[config.mk]
export PLATFORM = sky130hd
export DESIGN_NAME = writeback_unit
export DESIGN_NICKNAME = d
export VERILOG_FILES = /design/src/rtl/riscv16_pkg.sv /design/src/rtl/load_formatter.sv /design/src/rtl/writeback_unit.sv
export SDC_FILE = /design/constraint.sdc
export NUM_CORES = 1
export LEC_CHECK = 0
export CAP_MARGIN = 20
export CORE_MARGIN = 4
export CORE_UTILIZATION = 46
export DETAILED_ROUTE_END_ITERATION = 10
export GPL_TIMING_DRIVEN = 1
export PLACE_DENSITY = 0.95
export SLEW_MARGIN = 20
export SYNTH_ARGS = -nofsm -noshare
export SYNTH_HDL_FRONTEND = slang
export SYNTH_SLANG_ARGS = --single-unit
[constraint.sdc]
create_clock -name clk -period 5 [get_ports clk]
set_input_delay 1.5 -clock clk [delete_from_list [all_inputs] [get_ports clk]]
set_output_delay 1.5 -clock clk [all_outputs]
set_load 0.03 [all_outputs]
[src/rtl/riscv16_pkg.sv]
// Shared RISCV16 definitions: datapath widths, writeback select / load type
// encodings and the writeback stage state type.
package riscv16_pkg;

  localparam int XLEN = 16;
  localparam int RA_W = 4;

  typedef enum logic [1:0] {
    WB_ALU  = 2'b00,
    WB_LOAD = 2'b01,
    WB_LINK = 2'b10,
    WB_RSVD = 2'b11
  } wb_sel_e;

  typedef enum logic [1:0] {
    LD_WORD  = 2'b00,
    LD_BYTE  = 2'b01,
    LD_BYTEU = 2'b10,
    LD_WORD3 = 2'b11
  } ld_type_e;

  typedef enum logic {
    WB_IDLE     = 1'b0,
    WB_WAIT_MEM = 1'b1
  } wb_state_e;

endpackage

[src/rtl/load_formatter.sv]
// Combinational load-data formatter: word pass-through or byte extract with
// sign/zero extension. Shared by the MEM and writeback stages.
module load_formatter
  import riscv16_pkg::*;
#(
  parameter int XLEN = riscv16_pkg::XLEN
) (
  input  logic [XLEN-1:0] i_mem_rdata,
  input  logic [1:0]      i_ld_type,
  input  logic            i_byte_sel,
  output logic [XLEN-1:0] o_result
);

  logic [7:0] w_byte;

  assign w_byte = i_byte_sel ? i_mem_rdata[15:8] : i_mem_rdata[7:0];

  always_comb begin
    unique case (i_ld_type)
      LD_BYTE:  o_result = {{(XLEN-8){w_byte[7]}}, w_byte};
      LD_BYTEU: o_result = {{(XLEN-8){1'b0}}, w_byte};
      default:  o_result = i_mem_rdata;  // LD_WORD and the unused 2'b11 code
    endcase
  end

endmodule

[src/rtl/writeback_unit.sv]
// RISCV16 writeback stage: selects the result, waits on load data, drives the
// registered register-bank write port and counts retired instructions.
module writeback_unit
  import riscv16_pkg::*;
#(
  parameter int XLEN = riscv16_pkg::XLEN,
  parameter int RA_W = riscv16_pkg::RA_W
) (
  input  logic            clk,
  input  logic            rst,
  input  logic            in_valid,
  output logic            in_ready,
  input  logic            in_rd_en,
  input  logic [RA_W-1:0] in_rd_addr,
  input  logic [1:0]      in_wb_sel,
  input  logic [XLEN-1:0] in_alu_result,
  input  logic [XLEN-1:0] in_pc_plus2,
  input  logic [1:0]      in_ld_type,
  input  logic            in_byte_sel,
  input  logic [XLEN-1:0] mem_rdata,
  input  logic            mem_rvalid,
  output logic            reg_we,
  output logic [RA_W-1:0] reg_rd_addr,
  output logic [XLEN-1:0] reg_rd_data,
  output logic            wb_commit,
  output logic [15:0]     retired_count
);

  wb_state_e       r_state;
  wb_state_e       w_next_state;

  // Load context captured at accept, used when the memory response arrives.
  logic            r_ld_rd_en;
  logic [RA_W-1:0] r_ld_rd_addr;
  logic [1:0]      r_ld_type;
  logic            r_ld_byte_sel;

  logic            w_accept;
  logic            w_capture_load;
  logic            w_commit;
  logic            w_we;
  logic [RA_W-1:0] w_addr;
  logic [XLEN-1:0] w_data;
  logic [XLEN-1:0] w_ld_data;

  assign in_ready = (r_state == WB_IDLE);
  assign w_accept = in_valid && in_ready;

  load_formatter #(.XLEN(XLEN)) u_load_formatter (
    .i_mem_rdata (mem_rdata),
    .i_ld_type   (r_ld_type),
    .i_byte_sel  (r_ld_byte_sel),
    .o_result    (w_ld_data)
  );

  always_comb begin
    // NOTE: every signal gets a default before the case so no path leaves one
    // unassigned; that is what keeps this block free of inferred latches.
    w_next_state   = r_state;
    w_capture_load = 1'b0;
    w_commit       = 1'b0;
    w_we           = 1'b0;
    w_addr         = reg_rd_addr;
    w_data         = reg_rd_data;

    unique case (r_state)
      WB_IDLE: begin
        if (w_accept) begin
          if (in_wb_sel == WB_LOAD) begin
            w_capture_load = 1'b1;
            w_next_state   = WB_WAIT_MEM;
          end else begin
            w_commit = 1'b1;
            w_we     = in_rd_en && (in_rd_addr != '0) && (in_wb_sel != WB_RSVD);
            w_addr   = in_rd_addr;
            w_data   = (in_wb_sel == WB_LINK) ? in_pc_plus2 : in_alu_result;
          end
        end
      end
      WB_WAIT_MEM: begin
        if (mem_rvalid) begin
          w_commit     = 1'b1;
          w_we         = r_ld_rd_en && (r_ld_rd_addr != '0);
          w_addr       = r_ld_rd_addr;
          w_data       = w_ld_data;
          w_next_state = WB_IDLE;
        end
      end
      default: w_next_state = WB_IDLE;
    endcase
  end

  // NOTE: sequential state uses non-blocking assignments so every register
  // samples the pre-edge values, independent of statement order.
  always_ff @(posedge clk or posedge rst) begin
    if (rst) begin
      r_state       <= WB_IDLE;
      r_ld_rd_en    <= 1'b0;
      r_ld_rd_addr  <= '0;
      r_ld_type     <= LD_WORD;
      r_ld_byte_sel <= 1'b0;
      reg_we        <= 1'b0;
      reg_rd_addr   <= '0;
      reg_rd_data   <= '0;
      wb_commit     <= 1'b0;
      retired_count <= 16'h0000;
    end else begin
      r_state     <= w_next_state;
      reg_we      <= w_we;
      reg_rd_addr <= w_addr;
      reg_rd_data <= w_data;
      wb_commit   <= w_commit;
      if (w_capture_load) begin
        r_ld_rd_en    <= in_rd_en;
        r_ld_rd_addr  <= in_rd_addr;
        r_ld_type     <= in_ld_type;
        r_ld_byte_sel <= in_byte_sel;
      end
      if (w_commit) retired_count <= retired_count + 16'd1;  // wraps naturally
    end
  end

endmodule

Word-level counts from Yosys, hierarchy flattened
Cells that the tools add are included.
{"block": "totals", "ff_bits": 47, "latch_bits": 0, "ramBits": 0, "mem_bits_ro": 0, "input_bits": 62, "elab_cells": 51, "n_memories": 0}
{"block": "classes", "add_sub_neg": 1, "multipliers": 0, "div": 0, "n_lt_le_gt_ge": 0, "n_eq_ne": 8, "shift": 0, "muxes": 24, "n_bitwise": 1, "n_reduce_logical": 7}
{"operator": "2-to-1 mux 16 bit", "n": 4}
{"operator": "one-hot mux 16 bit (2 select lines)", "n": 2}
{"operator": "adder 16 x 1 -> 16 bit (second input constant)", "n": 1}
{"operator": "2-to-1 mux 4 bit", "n": 3}
{"operator": "2-to-1 mux 1 bit", "n": 10}
{"operator": "2-to-1 mux 8 bit", "n": 1}
{"operator": "one-hot mux 4 bit (2 select lines)", "n": 1}
{"operator": "nonzero test 4 bit", "n": 2}
{"operator": "inequality test 2 bit (second input constant)", "n": 3}
{"operator": "one-hot mux 1 bit (2 select lines)", "n": 3}
{"operator": "== test 2 x 1 -> 1 bit (second input constant)", "n": 2}
{"operator": "== test 2 bit (second input constant)", "n": 2}
{"operator": "logical AND 1 bit", "n": 4}
{"operator": "AND reduction 3 bit", "n": 1}
{"operator": "inequality test 2 x 1 -> 1 bit (second input constant)", "n": 1}
{"operator": "inverter 1 bit", "n": 1}

Depth between registers and ports, before layout
Gate-level depths: netlist of run 1.
{"block": "logic_depth", "ltp_word": 6, "mapped_depth": 7, "ltp_nobuf": 6}

Hierarchy
Synthesis of run 1 repeated with hierarchy kept, for this count alone.
{"block": "hier_totals", "hier_cells": 253, "hier_area_um2": 2643.8}
{"mod": "writeback_unit", "n_inst": 1, "cells_each": 199, "area_each_um2": 2304.7}
{"mod": "load_formatter", "n_inst": 1, "cells_each": 54, "area_each_um2": 339.1}

Least setup slack after synthesis of run 1
Ideal clock, no wire load.
{"block": "synth_path", "kind": "input to register", "from": "input in_wb_sel[0]", "to": "register reg_rd_data[7]", "setup_ns": 0.128, "arrival_time_ns": 2.351, "required_ns": 4.872, "path_slack_ns": 2.521, "cell_stages": 6, "path_cell_list": "nand2b_4 -> buf_6 -> buf_6 -> mux2_1 -> o21ai_1 -> o21ai_1"}
{"block": "synth_between", "elab_chain_cells": 5, "elab_cells_between_ends": 8, "cone_classes": "3 x eq/ne; 4 x mux; 1 x reduce/logical"}
{"item": "from (decl)", "line": "writeback_unit.sv:15", "rtl": "input logic [1:0] in_wb_sel,"}
{"item": "== test 2 bit", "line": "writeback_unit.sv:76", "rtl": "w_data = (in_wb_sel == WB_LINK) ? in_pc_plus2 : in_alu_result;"}
{"item": "2-to-1 mux 16 bit", "line": "writeback_unit.sv:76"}
{"item": "2-to-1 mux 16 bit", "line": "writeback_unit.sv:69", "rtl": "if (in_wb_sel == WB_LOAD) begin"}
{"item": "2-to-1 mux 16 bit", "line": "writeback_unit.sv:68", "rtl": "if (w_accept) begin"}
{"item": "one-hot mux 16 bit (2 select lines)", "line": "writeback_unit.sv:66", "rtl": "unique case (r_state)"}
{"item": "to (signal assigned)", "line": "writeback_unit.sv:111", "rtl": "reg_rd_data <= w_data;"}
{"item": "to (decl)", "line": "writeback_unit.sv:24", "rtl": "output logic [XLEN-1:0] reg_rd_data,"}
Parallel ways exist; a longest one is shown, timed or not. The select of a mux whose other input is x is not followed.
A chain may end at the register's enable or synchronous reset.

Worst setup path after layout of run 1
{"block": "layout_path", "from": "input in_wb_sel[1]", "to": "register retired_count[15]"}
{"block": "layout_between", "elab_chain_cells": 4}
{"item": "== test 2 x 1 -> 1 bit", "line": "writeback_unit.sv:69"}
{"item": "2-to-1 mux 1 bit", "line": "writeback_unit.sv:69"}
{"item": "2-to-1 mux 1 bit", "line": "writeback_unit.sv:68"}
{"item": "one-hot mux 1 bit (2 select lines)", "line": "writeback_unit.sv:66"}
{"item": "to (signal assigned)", "line": "writeback_unit.sv:119", "rtl": "if (w_commit) retired_count <= retired_count + 16'd1;"}
{"item": "to (decl)", "line": "writeback_unit.sv:26", "rtl": "output logic [15:0] retired_count"}
No other way between the ends.

==> results.py, run 1 <==
metrics = {
    "synth": {
        "synth.avg_cell_area_um2": 10.9,
        "ys_seq_elements": 47,
        "syn_nets": 291,
        "synth.distinct_cells": 40,
        "netlist_area_um2": 2460,
        "ys_warn_count": 0,
        "yosysSeqAreaShare_pct": 47.9,
        "netlist_instances": 226,
    },
    "hold_path": {
        "holdCritPathClass": "register to register",
        "min_to": "reg_rd_data[12]",
        "hp-start": "reg_rd_data[12]",
        "worstHoldPathCells": 2,
    },
    "clock_tree": {
        "post_cts_buffers": 0,
        "cts_tree": "yes",
        "path_clk_slew_ns": 0.09,
        "clock_latency_ns": 0.29,
        "cts-resized-gates": 0,
        "cts_buffer_depth": 2,
        "htreeDepth": 2,
        "clkSinkCount": 47,
        "cts_root_buffer": "clkbuf_8",
        "cts_buffers": 5,
        "ctsHoldBuffers": 0,
    },
    "global_route": {
        "antenna_found_initial": 0,
        "grt_max_degree": 48,
        "grt_pass1_wl_um": 10800,
        "grt_remaining_overflow": 0,
        "grt_pass1_vias": 2205,
        "grt_usage_pct": 21.3,
    },
    "critical_path": {
        "critPathBufInv": 2,
        "worstSetupPathType": "input port to register",
        "end_kind": "register",
        "cp_max_fo": 36,
        "cp.arrival_ns": 3.47,
        "cp_slowest_stage_delay_ns": 0.50,
        "worstPathRequired_ns": 5.21,
        "crit_path_start_kind": "input port",
        "regToRegStartpoint": "r_state",
        "cpLargestDelayFamily": "buffers and inverters",
        "rrSetupSlack_ns": 2.86,
        "crit_slowest_cell": "a22oi_4",
        "r2r-end": "retired_count[15]",
        "worstPathCellList": "clkdlybuf4s50_1, nand2b_1, a22oi_4, inv_2, nand4_1, xnor2_1",
        "ff2ff_path_depth": 6,
    },
    "power_and_ir_drop": {
        "p_leak_nw": 1.49,
        "peakVddDrop_v": 0.000292,
        "pwr_density_cell_nw_per_um2": 368,
    },
    "sta": {
        "setup_viol": 0,
        "slew_viol_final": 0,
        "fin_crit_ns": 3.26,
        "hold_slack_ns": 0.497,
        "rsz0062_at_grt": "no",
        "relSlewSlack_pct": 44.4,
        "skew_ns": 0.00654,
        "fmax_ghz": 0.307,
        "timing_worst_slew_pin_value_ns": 0.833,
        "finalCritPeriodShare_pct": 65.2,
        "setup-tns-final_ns": 0,
        "hold_viol_final": 0,
    },
    "routing": {
        "detail-route-antenna-nets": 0,
        "wirelength_um": 6670,
        "route.detailed.drc": 0,
        "drtIter0Drc": 85,
        "drt_first_pass_iters": 4,
        "vias_per_cell": 5.38,
        "detail_route.wl_per_cell_um": 17.1,
        "via_count": 2104,
    },
    "layout": {
        "nNetsFinal": 386,
        "register_area_um2": 1180,
        "diodes": 0,
        "fillers": 424,
        "area_delta_synth_final_pct": 44.5,
        "fin_util_pct": 69.1,
        "drive_above_1_share_pct": 9.03,
        "multi_input_area_um2": 1170,
    },
    "floorplanning": {
        "die_w_um": 81.1,
        "die_area_um2": 6570,
        "core_area_um2": 5140,
        "io_pins": 101,
        "start_util_pct": 47.8,
        "die_h_um": 81.1,
        "rows": 26,
    },
    "placed_design": {
        "port_buffers": 100,
        "dpl.hpwl_um": 5010,
        "routabilityCongestion": 0.799,
    },
    "run_status": {
        "outcome": "finished clean",
    },
    "job": {
        "drv_cap": 0,
    },
}
-- state kept, by name, indices dropped and copies added (netlist names) --
signal,count
r_ld_rd_en,1
reg_rd_data,16
r_state,1
r_ld_byte_sel,1
wb_commit,1
reg_rd_addr,4
reg_we,1
r_ld_type,2
r_ld_rd_addr,4
retired_count,16
-- report_power, final --
part,switching [W],internal (W)
logic,0.000294,0.000250
clock network,0.000118,0.000109
registers,0.0000751,0.000462
total,0.000488,0.000820
-- per-stage QoR --
stage	power [W]	instance area (um^2)	setup slack [ns]	cells
global placement	0.00107	3460	1.52	384
detailed placement	0.00109	3460	1.45	384
finish	0.00131	3550	1.74	391
CTS	0.00132	3550	1.74	391
floorplan	0.000853	2460	2.38	226
global route	0.00138	3550	1.61	391
-- cells by family after synthesis --
| group | Yosys count | synth area share [%] |
|---|---|---|
| xor+xnor | 15 | 5.35 |
| fa+ha+maj | 3 | 1.53 |
| buf+inv | 19 | 4.64 |
| mux | 34 | 14.8 |
| simple gates | 56 | 12.1 |
| compound gates | 52 | 13.8 |
| flops | 47 | 47.9 |
-- placed cells by master, fill, tap and decap left out, types with 3 or more instances in the layout --
cell / synthesis / layout
dfrtp_1: 47 / 47
o21a_1: 7 / 7
a21oi_1: 7 / 7
nand2b_1: 3 / 3
o21ai_1: 5 / 5
mux2i_1: 19 / 19
nand4_1: 5 / 5
nand3_1: 8 / 8
o22ai_1: 3 / 3
clkdlybuf4s50_1: 0 / 100
mux2_2: 12 / 12
inv_1: 5 / 4
ha_1: 3 / 3
o221ai_1: 7 / 7
xnor2_1: 14 / 14
nand2_1: 23 / 23
o21ai_0: 18 / 18
clkbuf_8: 0 / 6
nor2_1: 3 / 3
-- tightest hold or removal path, cell delays in order (launching register included) --
cell,delay [ns]
dfrtp_1,0.36
nand2_1,0.05
o21ai_0,0.06
-- routing by layer --
metal / part of all wire [%] / track usage (%) / routed length, um
met1: 43 / 27.7 / 2840
met2: 48 / 36.3 / 3210
met3: 8.9 / 5.43 / 592
met4: 0.34 / 3.55 / 23
met5: 0 / 0 / 0
-- area by class of cell --
type | instances | area share [%]
Inverter | 6 | 0.670
Clock inverter | 1 | 0.141
Clock buffer | 6 | 2.33
Multi-Input combinational cell | 160 | 32.9
Tap cell | 70 | 2.47
Timing Repair Buffer | 101 | 28.4
Sequential cell | 47 | 33.1
-- cells in the mapped netlist --
library cell / number / area (um^2)
inv_2: 1 / 3.75
nand2b_4: 1 / 13.8
buf_2: 3 / 15.0
dfrtp_1: 47 / 1180
o21bai_1: 1 / 7.51
a21oi_1: 7 / 35.0
and2_1: 2 / 12.5
mux2_1: 2 / 22.5
nor2b_1: 1 / 6.26
nand3_1: 8 / 40.0
mux2_4: 1 / 15.0
nand4_1: 5 / 31.3
xnor2_1: 14 / 123
nor2_1: 3 / 11.3
or2_2: 1 / 6.26
o21ai_2: 2 / 17.5
o22ai_1: 3 / 18.8
mux2i_1: 19 / 190
xor2_1: 1 / 8.76
a221oi_1: 1 / 8.76
o21ai_0: 18 / 90.1
mux2_2: 12 / 135
inv_1: 5 / 18.8
buf_6: 3 / 33.8
o21a_1: 7 / 52.6
a22oi_4: 1 / 21.3
nand3b_1: 1 / 7.51
buf_4: 4 / 30.0
nand2b_1: 3 / 18.8
or3_1: 1 / 6.26
o221ai_1: 7 / 61.3
and3_1: 2 / 12.5
ha_1: 3 / 37.5
nor4_1: 2 / 12.5
nor2b_4: 1 / 13.8
clkbuf_1: 2 / 7.51
nand2_1: 23 / 86.3
and4_1: 2 / 17.5
clkbuf_2: 1 / 5.00
o21ai_1: 5 / 25.0
-- worst max path at each step --
stage / from / depth (start not counted) / to
after CTS: in_wb_sel[1] / 6 / retired_count[15]
after global routing: in_wb_sel[1] / 6 / retired_count[4]
after floorplan: rst / 1 / r_ld_byte_sel
final: in_wb_sel[1] / 6 / retired_count[15]
after global placement: in_wb_sel[1] / 6 / retired_count[8]
after detailed placement: in_wb_sel[1] / 6 / retired_count[15]
No activity file was read; power rests on OpenSTA's default activity.
==> inputs of run 2 (changes only) <==
Settings changed: CORE_UTILIZATION 46 to 39, PLACE_DENSITY 0.95 to 0.88.
Clock period 5 ns to 2.96 ns, I/O delays scaled along.
==> run 2 against run 1 <==
  * Critical path depth down 5
  * Clock power up 140%
  * Die area up 16%
  * Sequential power up 68%
  * Sequential share of layout area down 0.91 points
  * Largest cell class unchanged
==> results.py, run 2 (synthesized netlist as in run 1, its figures left out) <==
metrics = {
    "routing": {
        "drt_first_pass_iters": 4,
        "wirelength_um": 6540,
        "route.detailed.drc": 0,
        "detail-route-antenna-nets": 0,
        "vias_per_cell": 5.17,
        "detail_route.wl_per_cell_um": 16.3,
        "via_count": 2080,
        "drtIter0Drc": 52,
    },
    "global_route": {
        "grt_pass1_wl_um": 10600,
        "grt_pass1_vias": 2155,
        "grt_usage_pct": 17.4,
        "grt_max_degree": 48,
        "antenna_found_initial": 0,
        "grt_remaining_overflow": 0,
    },
    "power_and_ir_drop": {
        "pwr_density_cell_nw_per_um2": 652,
        "swShare_pct": 35.0,
        "p_seq_share_pct": 37.9,
        "power.switching_w": 0.000833,
        "p_leak_nw": 1.54,
        "total_power_w": 0.00238,
        "peakVddDrop_v": 0.000485,
        "p_comb_share_pct": 39.1,
        "clockPowerShare_pct": 23.0,
        "p_int_w": 0.00155,
    },
    "clock_tree": {
        "cts_tree": "yes",
        "cts_buffers": 5,
        "clock_latency_ns": 0.29,
        "clkSinkCount": 47,
        "cts-resized-gates": 0,
        "ctsHoldBuffers": 0,
        "path_clk_slew_ns": 0.09,
        "cts_root_buffer": "clkbuf_8",
        "post_cts_buffers": 0,
        "htreeDepth": 2,
        "cts_buffer_depth": 2,
    },
    "layout": {
        "nNetsFinal": 391,
        "final_common_cell": "clkdlybuf4s50_1",
        "diodes": 0,
        "biggestRegsByFlops": "reg_rd_data x16, retired_count x16",
        "layout_common_cells": "100 x clkdlybuf4s50_1, 47 x dfrtp_1, 23 x nand2_1",
        "area_delta_synth_final_pct": 48.6,
        "fin_util_pct": 60.6,
        "drive_above_1_share_pct": 10.4,
        "stdcell_count": 402,
    },
    "sta": {
        "setup_viol": 0,
        "setup-tns-final_ns": 0,
        "relSlewSlack_pct": 62.5,
        "hold_slack_ns": 0.491,
        "skew_ns": 0.00759,
        "slew_viol_final": 0,
        "fmax_ghz": 0.427,
        "hold_viol_final": 0,
        "rsz0062_at_grt": "no",
        "timing_worst_slew_pin_value_ns": 0.562,
        "finalCritPeriodShare_pct": 79.2,
        "fin_crit_ns": 2.34,
    },
    "critical_path": {
        "cpLargestDelayFamily": "buffers and inverters",
        "worstPathCellList": "clkdlybuf4s50_1",
        "critPathBufInv": 1,
        "cp_max_fo": 4,
        "crit_path_start_kind": "register",
        "cp_slowest_stage_delay_ns": 0.71,
        "worstPathRequired_ns": 2.07,
        "worstSetupPathType": "register to output port",
        "cp.arrival_ns": 1.46,
        "end_kind": "output port",
        "crit_slowest_cell": "clkdlybuf4s50_1",
    },
    "run_status": {
        "outcome": "finished clean",
    },
    "hold_path": {
        "holdCritPathClass": "register to register",
    },
    "placed_design": {
        "routabilityCongestion": 0.772,
        "port_buffers": 100,
        "dpl.hpwl_um": 4950,
        "dp.cells": 394,
    },
    "floorplanning": {
        "io_pins": 101,
        "die_area_um2": 7630,
        "start_util_pct": 40.8,
        "die_w_um": 87.4,
        "die_h_um": 87.4,
        "core_area_um2": 6030,
        "rows": 28,
    },
    "job": {
        "drv_cap": 0,
    },
}
==> run 2: cell count changes in the layout (fill, tap and decap cells not counted), sizes merged <==
cell and delta:
inv +1, bufinv +2, clkinv -2, buf +5
==> run 2: final timing paths <==
| path | from | endpoint | slack, ns | depth (start not counted) |
|---|---|---|---|---|
| setup / recovery | retired_count[4] | retired_count[4] | 0.62 | 1 |
| hold / removal | reg_rd_data[11] | reg_rd_data[11] | 0.49 | 2 |
| setup reg to reg | r_ld_type[0] | reg_rd_data[4] | 0.90 | 6 |
| hold reg to reg | reg_rd_data[11] | reg_rd_data[11] | 0.49 | 2 |
| max in group asynchronous | rst | reg_rd_data[7] | 1.79 | 3 |
| min in group asynchronous | rst | reg_rd_data[1] | 0.95 | 3 |
==> run 2: cell type report <==
cell class	count	area, um^2
Clock inverter	2	60.1
Sequential cell	47	1180
Multi-Input combinational cell	160	1170
Tap cell	75	93.8
Inverter	6	22.5
Fill cell	528	2380
Clock buffer	6	72.6
Timing Repair Buffer	106	1060
==> run 2: worst register-to-register path: stages, from the launching register on <==
cell and delay (ns):
dfrtp_1 0.36, inv_1 0.06, ha_1 0.54, nand2b_1 0.46, mux2i_1 0.25, o221ai_1 0.14
o21a_1 0.14
==> run 2: power by group through the flow <==
stage / sequential [W] / clock (W) / combinational (W)
5_1_grt: 0.000924 / 0.000586 / 0.00100
3_5_place_dp: 0.000909 / 0 / 0.000940
2_1_floorplan: 0.00111 / 0 / 0.000326
6_report: 0.000903 / 0.000547 / 0.000931
4_1_cts: 0.000901 / 0.000560 / 0.000942
3_3_place_gp: 0.000904 / 0 / 0.000916
==> run 2: layer usage <==
metal  vias up  share of wire (%)  track usage, %
li1       1011                  -               -
met1       993                 44            23.5
met2        74                 48            29.2
met3         2                7.5            4.07
met4         0               0.31            2.51
met5         -                  0               0
==> run 2: per-stage QoR <==
stage / setup slack [ns] / cell area [um^2]
final: 0.617 / 3650
after CTS: 0.608 / 3650
after global routing: 0.495 / 3650
after floorplan: 0.956 / 2460
after detailed placement: 0.301 / 3520
after global placement: 0.380 / 3520
